## src/rtl/image_link_pkg.sv

```systemverilog
`default_nettype none
// ============================================================================
// Module   : image_link_pkg
// Brief    : Shared constants, types and helpers for the host image link
//            (byte codes, framer state, paced strobe event record).
// Revision : 1.0 - initial release
// ============================================================================
package image_link_pkg;

  // Image geometry; 6 bits of pixel data per base64 character
  localparam int IMG_W     = 240;
  localparam int IMG_H     = 128;
  localparam int BPP       = 2;
  localparam int IMG_CHARS = (IMG_W * IMG_H * BPP) / 6;

  // Host protocol bytes
  localparam logic [7:0] BYTE_START = 8'h3C;  // '<'
  localparam logic [7:0] BYTE_END   = 8'h3E;  // '>'
  localparam logic [7:0] BYTE_CHUNK = 8'h0A;  // LF
  localparam logic [7:0] BYTE_CR    = 8'h0D;  // CR, ignored
  localparam logic [7:0] ACK_K      = 8'h4B;  // 'K'
  localparam logic [7:0] ACK_E      = 8'h45;  // 'E'
  localparam logic [7:0] ACK_T      = 8'h54;  // 'T'

  typedef enum logic {
    IDLE    = 1'b0,
    PAYLOAD = 1'b1
  } state_t;

  typedef enum logic [1:0] {
    EV_START = 2'd0,
    EV_DATA  = 2'd1,
    EV_CHUNK = 2'd2,
    EV_END   = 2'd3
  } ev_kind_t;

  // One queued output strobe, optionally carrying the ACK it releases
  typedef struct packed {
    ev_kind_t   kind;
    logic [7:0] data;
    logic       has_ack;
    logic [7:0] ack;
  } strobe_ev_t;

  function automatic logic is_base64(input logic [7:0] b);
    return ((b >= 8'h41) && (b <= 8'h5A)) ||
           ((b >= 8'h61) && (b <= 8'h7A)) ||
           ((b >= 8'h30) && (b <= 8'h39)) ||
           (b == 8'h2B) || (b == 8'h2F) || (b == 8'h3D);
  endfunction

endpackage
`default_nettype wire

```

## src/rtl/rx_strobe_pacer.sv

```systemverilog
`default_nettype none
// ============================================================================
// Module   : rx_strobe_pacer
// Brief    : Spaces output strobes at least STROBE_GAP cycles apart with a
//            1-deep holding register; reports events lost to overflow.
// Revision : 1.0 - initial release
// ============================================================================
module rx_strobe_pacer
  import image_link_pkg::*;
#(
  parameter int STROBE_GAP = 16
) (
  input  logic       clk,
  input  logic       reset,
  input  logic       ev_valid,
  input  strobe_ev_t ev,
  output logic       data_valid,
  output logic       image_start,
  output logic       image_end,
  output logic       chunk_complete,
  output logic [7:0] data_out,
  output logic       ack_load,
  output logic [7:0] ack_code,
  output logic       overflow
);

  localparam int              GAP_W      = $clog2(STROBE_GAP + 1);
  localparam logic [GAP_W-1:0] GAP_RELOAD = GAP_W'(STROBE_GAP - 1);

  logic [GAP_W-1:0] gap_cnt;
  logic             hold_valid;
  strobe_ev_t       hold_ev;
  logic             gap_open;
  logic             fire;
  strobe_ev_t       fire_ev;

  // Choose what fires this cycle: the held event always goes before a new one
  always_comb begin
    gap_open = (gap_cnt == '0);
    fire     = 1'b0;
    fire_ev  = hold_ev;
    if (gap_open && hold_valid) begin
      fire    = 1'b1;
      fire_ev = hold_ev;
    end else if (gap_open && ev_valid) begin
      fire    = 1'b1;
      fire_ev = ev;
    end
    overflow = ev_valid && hold_valid && !gap_open;
    ack_load = fire && fire_ev.has_ack;
    ack_code = fire_ev.ack;
  end

  // Gap counter, holding register and registered strobe outputs
  always_ff @(posedge clk) begin
    if (reset) begin
      gap_cnt        <= '0;
      hold_valid     <= 1'b0;
      hold_ev        <= '0;
      data_valid     <= 1'b0;
      image_start    <= 1'b0;
      image_end      <= 1'b0;
      chunk_complete <= 1'b0;
      data_out       <= 8'h00;
    end else begin
      data_valid     <= 1'b0;
      image_start    <= 1'b0;
      image_end      <= 1'b0;
      chunk_complete <= 1'b0;

      if (fire) begin
        gap_cnt <= GAP_RELOAD;
        case (fire_ev.kind)
          EV_START: image_start    <= 1'b1;
          EV_DATA: begin
            data_valid <= 1'b1;
            data_out   <= fire_ev.data;
          end
          EV_CHUNK: chunk_complete <= 1'b1;
          default:  image_end      <= 1'b1;
        endcase
      end else if (gap_cnt != '0) begin
        gap_cnt <= gap_cnt - 1'b1;
      end

      // Held event drained this cycle: a new arrival takes its place
      if (gap_open && hold_valid) begin
        hold_valid <= ev_valid;
        if (ev_valid) hold_ev <= ev;
      end else if (!gap_open && ev_valid && !hold_valid) begin
        hold_valid <= 1'b1;
        hold_ev    <= ev;
      end
    end
  end

endmodule
`default_nettype wire

```

## src/rtl/image_rx_framer.sv

```systemverilog
`default_nettype none
// ============================================================================
// Module   : image_rx_framer
// Brief    : Parses the host byte stream into paced image/chunk/data strobes
//            for the base64 image store and returns per-chunk/image ACKs.
// Revision : 1.0 - initial release
// ============================================================================
module image_rx_framer
  import image_link_pkg::*;
#(
  parameter int EXPECTED_CHARS = IMG_CHARS,
  parameter int STROBE_GAP     = 16,
  parameter int TIMEOUT_CYCLES = 27000000
) (
  input  logic        clk,
  input  logic        reset,
  input  logic [7:0]  rx_data,
  input  logic        rx_valid,
  output logic [7:0]  data_out,
  output logic        data_valid,
  output logic        image_start,
  output logic        image_end,
  output logic        chunk_complete,
  output logic [7:0]  tx_data,
  output logic        tx_valid,
  input  logic        tx_ready,
  output logic        image_error,
  output logic [15:0] char_count,
  output logic        busy
);

  localparam int               TO_W    = $clog2(TIMEOUT_CYCLES + 1);
  // The strobe is registered, so triggering here lands image_end exactly
  // TIMEOUT_CYCLES cycles after the cycle of the last received byte.
  localparam logic [TO_W-1:0]  TO_LAST = TO_W'(TIMEOUT_CYCLES - 2);
  localparam logic [15:0]      EXP16   = 16'(EXPECTED_CHARS);

  state_t          state;
  state_t          state_next;
  logic [1:0]      quartet;
  logic            chunk_err;
  logic [TO_W-1:0] idle_cnt;

  logic            ev_valid;
  strobe_ev_t      ev;
  logic            start_img;
  logic            data_acc;
  logic            chunk_end;
  logic            bad_byte;
  logic            set_err;
  logic            end_ok;
  logic            pacer_overflow;
  logic            ack_load;
  logic [7:0]      ack_code;

  assign busy   = (state == PAYLOAD);
  assign end_ok = (char_count == EXP16) && (quartet == 2'd0) && !image_error;

  // State register
  always_ff @(posedge clk) begin
    if (reset) state <= IDLE;
    else       state <= state_next;
  end

  // Byte classification, next state and event to queue
  always_comb begin
    state_next = state;
    ev_valid   = 1'b0;
    ev         = '{kind: EV_START, data: 8'h00, has_ack: 1'b0, ack: 8'h00};
    start_img  = 1'b0;
    data_acc   = 1'b0;
    chunk_end  = 1'b0;
    bad_byte   = 1'b0;
    set_err    = 1'b0;
    case (state)
      IDLE: begin
        if (rx_valid && (rx_data == BYTE_START)) begin
          ev_valid   = 1'b1;
          start_img  = 1'b1;
          state_next = PAYLOAD;
        end
      end
      default: begin
        if (rx_valid) begin
          if (is_base64(rx_data)) begin
            ev_valid = 1'b1;
            ev.kind  = EV_DATA;
            ev.data  = rx_data;
            data_acc = 1'b1;
          end else if (rx_data == BYTE_CR) begin
            ev_valid = 1'b0;
          end else if (rx_data == BYTE_CHUNK) begin
            ev_valid   = 1'b1;
            ev.kind    = EV_CHUNK;
            ev.has_ack = 1'b1;
            ev.ack     = ((quartet == 2'd0) && !chunk_err) ? ACK_K : ACK_E;
            chunk_end  = 1'b1;
          end else if (rx_data == BYTE_END) begin
            ev_valid   = 1'b1;
            ev.kind    = EV_END;
            ev.has_ack = 1'b1;
            ev.ack     = end_ok ? ACK_K : ACK_E;
            set_err    = !end_ok;
            state_next = IDLE;
          end else begin
            bad_byte = 1'b1;
            set_err  = 1'b1;
          end
        end else if (idle_cnt == TO_LAST) begin
          ev_valid   = 1'b1;
          ev.kind    = EV_END;
          ev.has_ack = 1'b1;
          ev.ack     = ACK_T;
          set_err    = 1'b1;
          state_next = IDLE;
        end
      end
    endcase
  end

  // Per-image bookkeeping: char count, quartet alignment, error flags
  always_ff @(posedge clk) begin
    if (reset) begin
      char_count  <= 16'h0000;
      quartet     <= 2'd0;
      chunk_err   <= 1'b0;
      image_error <= 1'b0;
    end else begin
      if (start_img) begin
        char_count  <= 16'h0000;
        quartet     <= 2'd0;
        chunk_err   <= 1'b0;
        image_error <= 1'b0;
      end else begin
        if (data_acc) begin
          if (char_count != 16'hFFFF) char_count <= char_count + 16'd1;
          quartet <= quartet + 2'd1;
        end
        if (chunk_end) begin
          quartet   <= 2'd0;
          chunk_err <= 1'b0;
        end
        if (bad_byte) chunk_err <= 1'b1;
      end
      // A dropped START event still flags the image it belongs to
      if (set_err || pacer_overflow) image_error <= 1'b1;
    end
  end

  // Inactivity counter inside an image
  always_ff @(posedge clk) begin
    if (reset || (state != PAYLOAD) || rx_valid) idle_cnt <= '0;
    else                                         idle_cnt <= idle_cnt + 1'b1;
  end

  // ACK register: loaded when its strobe fires, merged if still pending
  always_ff @(posedge clk) begin
    if (reset) begin
      tx_valid <= 1'b0;
      tx_data  <= 8'h00;
    end else begin
      if (tx_valid && tx_ready) tx_valid <= 1'b0;
      if (ack_load) begin
        tx_valid <= 1'b1;
        if (tx_valid && !tx_ready)
          tx_data <= ((tx_data == ACK_K) && (ack_code == ACK_K)) ? ACK_K : ACK_E;
        else
          tx_data <= ack_code;
      end
    end
  end

  rx_strobe_pacer #(
    .STROBE_GAP (STROBE_GAP)
  ) u_pacer (
    .clk            (clk),
    .reset          (reset),
    .ev_valid       (ev_valid),
    .ev             (ev),
    .data_valid     (data_valid),
    .image_start    (image_start),
    .image_end      (image_end),
    .chunk_complete (chunk_complete),
    .data_out       (data_out),
    .ack_load       (ack_load),
    .ack_code       (ack_code),
    .overflow       (pacer_overflow)
  );

endmodule
`default_nettype wire
```

## config.mk

```make
export PLATFORM = sky130hd
export DESIGN_NAME = image_rx_framer
export DESIGN_NICKNAME = d
export VERILOG_FILES = /design/src/rtl/image_link_pkg.sv /design/src/rtl/rx_strobe_pacer.sv /design/src/rtl/image_rx_framer.sv
export SDC_FILE = /design/constraint.sdc
export NUM_CORES = 1
export LEC_CHECK = 0
export CAP_MARGIN = 10
export CELL_PAD_IN_SITES_DETAIL_PLACEMENT = 1
export CELL_PAD_IN_SITES_GLOBAL_PLACEMENT = 1
export CORE_UTILIZATION = 39
export CTS_CLUSTER_DIAMETER = 40
export DETAILED_ROUTE_END_ITERATION = 12
export PLACE_DENSITY = 0.83
export SLEW_MARGIN = 20
export SYNTH_ARGS = -nofsm -noshare
export SYNTH_HDL_FRONTEND = slang
export SYNTH_HIERARCHICAL = 1
export SYNTH_SLANG_ARGS = --single-unit
export TNS_END_PERCENT = 20
```

## constraint.sdc

```tcl
create_clock -name clk -period 4.3 [get_ports clk]
set_input_delay 1.075 -clock clk [delete_from_list [all_inputs] [get_ports clk]]
set_output_delay 1.075 -clock clk [all_outputs]
set_load 0.02 [all_outputs]
```

==> results of run 1 <==
## logic make-up after synthesis
family | share of synthesized area [%]
muxes | 4.69
xor gates and xnor gates | 5.44
other | 0.0804
buffers and inverters | 4.85
and+or+nand+nor | 28.3
adders and majority gates | 1.88
AOI/OAI and AO/OA | 15.3
DFF | 39.5
## metal layers
metal,vias up,track usage (%),wire length (µm)
met5,-,0,0
met4,0,6.94,160
met3,16,4.19,378
met2,60,36.3,6320
met1,2073,23.7,5430
li1,2066,-,-
## worst min-delay path: cells and delay by family, from the launching register on
family / cells / cell delay (ns)
flip-flops: 1 / 0.31
AND/OR/NAND/NOR: 1 / 0.05
AO/OA/AOI/OAI: 1 / 0.05
## synthesized netlist by cell type (3+ instances only)
cell	count	area [µm²]
nand2b_1	10	62.6
nor4_1	5	31.3
xor2_1	19	166
clkbuf_1	14	52.6
nor3_1	6	30.0
mux2_2	8	90.1
nor4bb_1	3	30.0
and3_1	10	62.6
xnor2_1	10	87.6
o21ai_0	11	55.1
or3_1	11	68.8
ha_1	7	87.6
a21oi_1	43	215
nor4b_1	3	26.3
buf_4	9	67.6
and2_1	9	56.3
nor2_1	65	244
nor2b_1	5	31.3
dfxtp_1	92	1840
buf_2	4	20.0
nand2_1	65	244
nand4_1	11	68.8
and4_1	4	35.0
a211oi_1	15	113
inv_1	16	60.1
a311oi_1	3	26.3
nand3_1	21	105
a211oi_2	3	37.5
or4_1	3	22.5
mux2i_1	10	100
## flip-flops by register name (all words and copies together), names as in the netlist
register	flops
idle_cnt	25
u_pacer/hold_ev	19
char_count	16
tx_data	8
u_pacer/data_out	8
u_pacer/gap_cnt	5
quartet	2
busy	1
chunk_err	1
image_error	1
tx_valid	1
u_pacer/chunk_complete	1
u_pacer/data_valid	1
u_pacer/hold_valid	1
u_pacer/image_end	1
u_pacer/image_start	1
## power breakdown
group | total [mW] | internal (mW) | switching [mW]
Clock | 0.695 | 0.383 | 0.312
Sequential | 0.899 | 0.873 | 0.0262
Combinational | 0.233 | 0.103 | 0.130
## how the worst max path moves through the flow
| stage | slack, ns | to | startpoint | cells past startpoint |
|---|---|---|---|---|
| floorplan | 0.03 | tx_data[1] | rx_data[0] | 16 |
| global placement | -0.06 | tx_data[3] | rx_data[0] | 13 |
| detailed placement | -0.41 | tx_data[1] | rx_data[3] | 13 |
| CTS | 0.03 | tx_data[1] | rx_data[6] | 14 |
| global route | 0.009 | tx_data[3] | rx_data[6] | 14 |
| finish | 0.18 | tx_data[1] | rx_data[1] | 13 |
## what timing repair did
| action | 4_1_cts | 5_1_grt |
|---|---|---|
| pin swaps | 0 | 0 |
| setup endpoints to repair | 1 | 3 |
| resized for setup | 1 | 3 |
## layout make-up
cell class | count | area (µm²) | share of cell area, %
Clock buffer | 13 | 240 | 4.16
Inverter | 16 | 60.1 | 1.04
Multi-Input combinational cell | 415 | 2650 | 45.9
Sequential cell | 92 | 1840 | 31.9
Tap cell | 143 | 179 | 3.10
Timing Repair Buffer | 90 | 808 | 14.0
==> summary.md, run 1 <==
| Metric | Value |
|---|---|
| GP Congestion | 0.819 |
| # fillers | approximately 1400 |
| Share of flip-flops with an asynchronous set or reset | 0% |
| VDD IR max | roughly 200 µV |
| Core footprint | roughly 12000 µm² |
| Cell row count | 39 |
| Slowest cell on crit path | or4_1 |
| LEAKAGE | 1.93 nW |
| Total wire length | roughly 12000 µm |
| Avg Inst Size Synth | approximately 8.5 µm² |
| Hold path endpoint | u_pacer/hold_ev[1] |
| Final hold vios | 0 |
| Die H | 111 µm |
| NumNets Final | between 600 and 700 |
| CP endpoint kind | flip-flop |
| Max stage delay on crit path | 0.53 ns |
| Post-DR vias/cell | approximately 5.5 |
| Pwr dens | ~320 nW/µm² |
| Total track usage | between 20% and 30% |
| Post-synthesis register bit count | 92 |
| Ports | roughly 50 |
| Critical Path RT | ~4.6 ns |
| Crit path DAT | between 4 and 5 ns |
| DRT Pass-1 Iters | 8 |
| Vias in the first global route | approximately 4300 |
| CTS Hold Bufs | 0 |
| Routed wire per std cell | approximately 16 µm |
| Routed Antenna Nets | 0 |
| Post-layout util | 50.2% |
| Fin cells | roughly 770 |
| Final WS setup | about 0.18 ns |
| Worst R2R Path Depth | 12 |
| Outcome | finished, violations left |
| Max-slew violations | 0 |
| Global-route wire length before repair | around 20000 µm |
| Part of the Yosys area used for sequential elements | 39.5% |
| Final period util | a little over nine tenths |
| Die X | approximately 110 µm |
| Initial core utilization | about two fifths |
| End of the worst register-to-register path | tx_data[1] |
| Fin area | slightly below 6000 µm² |
| CTS Sinks | 92 |
| PortBufs | 50 |
| Largest net degree at the start of global routing | 42 |
| Initial antenna violation count | 0 |
| Pwr Total | 1.83 mW |
| Reg2reg setup slack | roughly 0.96 ns |
| Hold_ws | 0.461 ns |
| Reg clk slew, reported paths | roughly 0.06 ns |
| Post-Place Cells | ~760 |
| CP startpoint kind | input port |
| Clock Skew | 0.00844 ns |
| R2R Path Start | idle_cnt[4] |
| Commonest non-fill, non-tap cells in the layout | dfxtp_1, nor2_1, nand2_1 |
| Yosys Warn Count | 6 |
| Syn Inst Count | roughly 550 |
| CTS tree | yes |
| WHS Path Cells | 2 |
| CTS Root Buffer Type | clkbuf_16 |
| N_diodes | 0 |
| Via Count | 4215 |
| Worst slew margin | between 50% and 60% |
| Least-Margin Pin Slew | 0.736 ns |
| Inserted Clock Buffers | 9 |
| CP max FO | 5 |
| Ys flop type | dfxtp_1 |
| Die area | ~12000 µm² |
| Post-layout min period | 4.12 ns |
| Critical path class | in2reg |
| Drc violations | 4 |
| GRT overflow | 0 |
| HP Class | reg2reg |
| Post-CTS Setup Inserts | 0 |
| Count of cell types in the netlist | 74 |
| RSZ-0062 raised after global routing | false |
| Clock Latency Late Sink | 0.34 ns |
| EDFF count, synth | 0 |
| Failing checks | DRC |
| Max-Cap Viols | 0 |
| First-iteration detailed-routing DRC count | 97 |
| Post-DP Area | around 5500 µm² |
| Place WS | -0.407 ns |
| Area Growth Syn to Fin | 23.8% |
| Dpl hpwl | approximately 8800 µm |
| Cell area after synthesis | ~4700 µm² |
| CTS Buffer Depth | 2 |
| Commonest non-fill, non-tap cell in the layout | dfxtp_1 |
| Share of layout cells above drive strength 1 | 13.9% |
| CP delay by family, top | simple AND/OR/NAND/NOR gates |
| Crit path top cell by count | a311oi_2 |
| Crit-path cells | clkdlybuf4s50_1 > or4_1 > o21ai_1 > nor3_4 > o21bai_1 > and3_1 > a311oi_2 > nor2b_4 > nand2_4 > mux2_2 > nor4bb_1 > nand4_1 > a311oi_2 |
| Final TNS setup | 0 ns |
| Buf/Inv on CP | 1 |
| H-tree Lvls | 3 |
| Worst Hold Launch | u_pacer/hold_ev[1] |
| F_max | approximately 0.24 GHz |
| Final setup fails | 0 |
Power figures use the tool's default switching activity.
==> run 2, diff against run 1 <==
CORE_UTILIZATION = 43   (was 39)
PLACE_DENSITY = 0.86   (was 0.83)
clock period = 4.5 ns   (was 4.3 ns; I/O delays follow)
==> summary.md, run 2 (synthesis results as in run 1) <==
| Metric | Value |
|---|---|
| PortBufs | 50 (unchanged) |
| H-tree Lvls | 3 (unchanged) |
| GP Congestion | 0.918 (was 0.819) |
| Max reg flops | 25 (unchanged) |
| CP startpoint kind | input port (unchanged) |
| Final hold vios | 0 (unchanged) |
| Largest Register | idle_cnt (unchanged) |
| Die X | 106 µm (was 111 µm) |
| CTS Buffer Depth | 2 (unchanged) |
| Die H | 106 µm (was 111 µm) |
| Max-slew violations | 0 (unchanged) |
| Final period util | 93.7% |
| Worst slew margin | 49.1% (was 51.0%) |
| CP endpoint kind | flip-flop (unchanged) |
| Drc violations | 0 (was 4) |
| Clock Latency Late Sink | 0.37 ns (was 0.34 ns) |
| Fin cells | 749 (was 769) |
| HP Class | reg2reg (unchanged) |
| Core footprint | 10400 µm² (was 11500 µm²) |
| CP max FO | 7 (was 5) |
| Critical Path RT | 4.79 ns (was 4.55 ns) |
| Routed wire per std cell | 16.1 µm (was 16.0 µm) |
| CTS tree | yes (unchanged) |
| Crit path DAT | 4.50 ns (was 4.37 ns) |
| Least-Margin Pin Slew | 0.761 ns (was 0.736 ns) |
| Pwr Total | 1.58 mW (was 1.83 mW) |
| Reg clk slew, reported paths | 0.08 ns (was 0.06 ns) |
| NumNets Final | 628 (was 643) |
| First-iteration detailed-routing DRC count | 103 (was 97) |
| Post-layout util | 53.5% (was 50.2%) |
| Via Count | 4096 (was 4215) |
| N_diodes | 0 (unchanged) |
| Global-route wire length before repair | 20500 µm (was 20300 µm) |
| Die area | 11300 µm² (was 12400 µm²) |
| Outcome | complete, no violations (was finished, violations left) |
| Dpl hpwl | 8920 µm (was 8810 µm) |
| F_max | 0.237 GHz |
| Initial core utilization | 44.8% (was 40.5%) |
| Cell row count | 37 (was 39) |
| Share of layout cells above drive strength 1 | 12.1% (was 13.9%) |
| Critical path class | in2reg (unchanged) |
| Area Growth Syn to Fin | 19.4% (was 23.8%) |
| RSZ-0062 raised after global routing | false (unchanged) |
| Pwr dens | 284 nW/µm² (was 316 nW/µm²) |
| Clock Skew | 0.00675 ns (was 0.00844 ns) |
| Max-Cap Viols | 0 (unchanged) |
| Largest net degree at the start of global routing | 30 (was 42) |
| CTS Root Buffer Type | clkbuf_8 (was clkbuf_16) |
| Inserted Clock Buffers | 9 (unchanged) |
| DRT Pass-1 Iters | 4 (was 8) |
| Post-CTS Setup Inserts | 0 (unchanged) |
| Commonest non-fill, non-tap cells in the layout | dfxtp_1, nand2_1, nor2_1 (was dfxtp_1, nor2_1, nand2_1) |
| Post-Place Cells | 734 (was 756) |
| LEAKAGE | 1.81 nW (was 1.93 nW) |
| Total track usage | 22.6% (was 20.2%) |
| Final setup fails | 0 (unchanged) |
| Vias in the first global route | 4322 (was 4320) |
| Post-DR vias/cell | 5.47 (was 5.48) |
| Total wire length | 12100 µm (was 12300 µm) |
| Largest regs | idle_cnt x25, u_pacer/hold_ev x19, char_count x16 (unchanged) |
| Ports | 51 (unchanged) |
| CTS Sinks | 92 (unchanged) |
| Initial antenna violation count | 0 (unchanged) |
| Routed Antenna Nets | 0 (unchanged) |
| VDD IR max | 211 µV (was 205 µV) |
| Commonest non-fill, non-tap cell in the layout | dfxtp_1 (unchanged) |
| # fillers | 1251 (was 1360) |
| GRT overflow | 0 (unchanged) |
| Post-layout min period | around 4.2 ns |
run 2: what timing repair did:
item / CTS / global route
gates resized for setup: 0 / 4
setup endpoints to repair: 0 / 5
hold buffers: 0 / 0
endpoints found under the hold margin: 0 / 0
run 2: final timing paths:
check	start	to	slack, ns	depth (start not counted)
setup reg to reg	idle_cnt[4]	tx_data[3]	1.18	12
hold reg to reg	quartet[0]	quartet[0]	0.45	1
setup / recovery	rx_data[0]	tx_data[3]	0.28	13
hold / removal	quartet[0]	quartet[0]	0.45	1
run 2: final cells by class:
type,instances,area [µm²],area share (%)
Inverter,16,60.1,1.08
Timing Repair Buffer,75,696,12.5
Sequential cell,92,1840,33.1
Clock buffer,14,163,2.92
Multi-Input combinational cell,415,2630,47.3
Tap cell,136,170,3.05
Clock inverter,1,7.51,0.135
run 2: where the power goes:
group	switching, mW	leakage (nW)	internal, mW
combinational	0.124	0.983	0.0923
sequential	0.0238	0.742	0.833
clock	0.280	0.0828	0.229
run 2: routing by layer:
| layer | wire (µm) | GRT usage, % |
|---|---|---|
| met5 | 0 | 0 |
| met4 | 227 | 10.3 |
| met3 | 296 | 2.88 |
| met2 | 6130 | 41.0 |
| met1 | 5420 | 26.4 |
run 2: through the flow:
step / hold WS [ns] / instance area (µm²) / worst slack [ns] / TNS, ns
floorplan: 0.422 / 4690 / 0.0180 / 0
global placement: 0.439 / 5390 / 0.0475 / 0
detailed placement: 0.449 / 5390 / -0.176 / -0.513
CTS: 0.462 / 5560 / 0.205 / 0
global route: 0.479 / 5570 / 0.0258 / 0
finish: 0.455 / 5570 / 0.284 / 0
run 2: critical path, cell delays in order:
cell and delay [ns]:
clkdlybuf4s50_1 0.52, or4_1 0.57, a21oi_2 0.22, a211oi_4 0.07, o21bai_1 0.19, and3_1 0.22, a311oi_2 0.10, nor2b_1 0.16
nand2_2 0.16, mux2_2 0.37, nor4b_1 0.29, nand4_1 0.21, a311oi_1 0.29
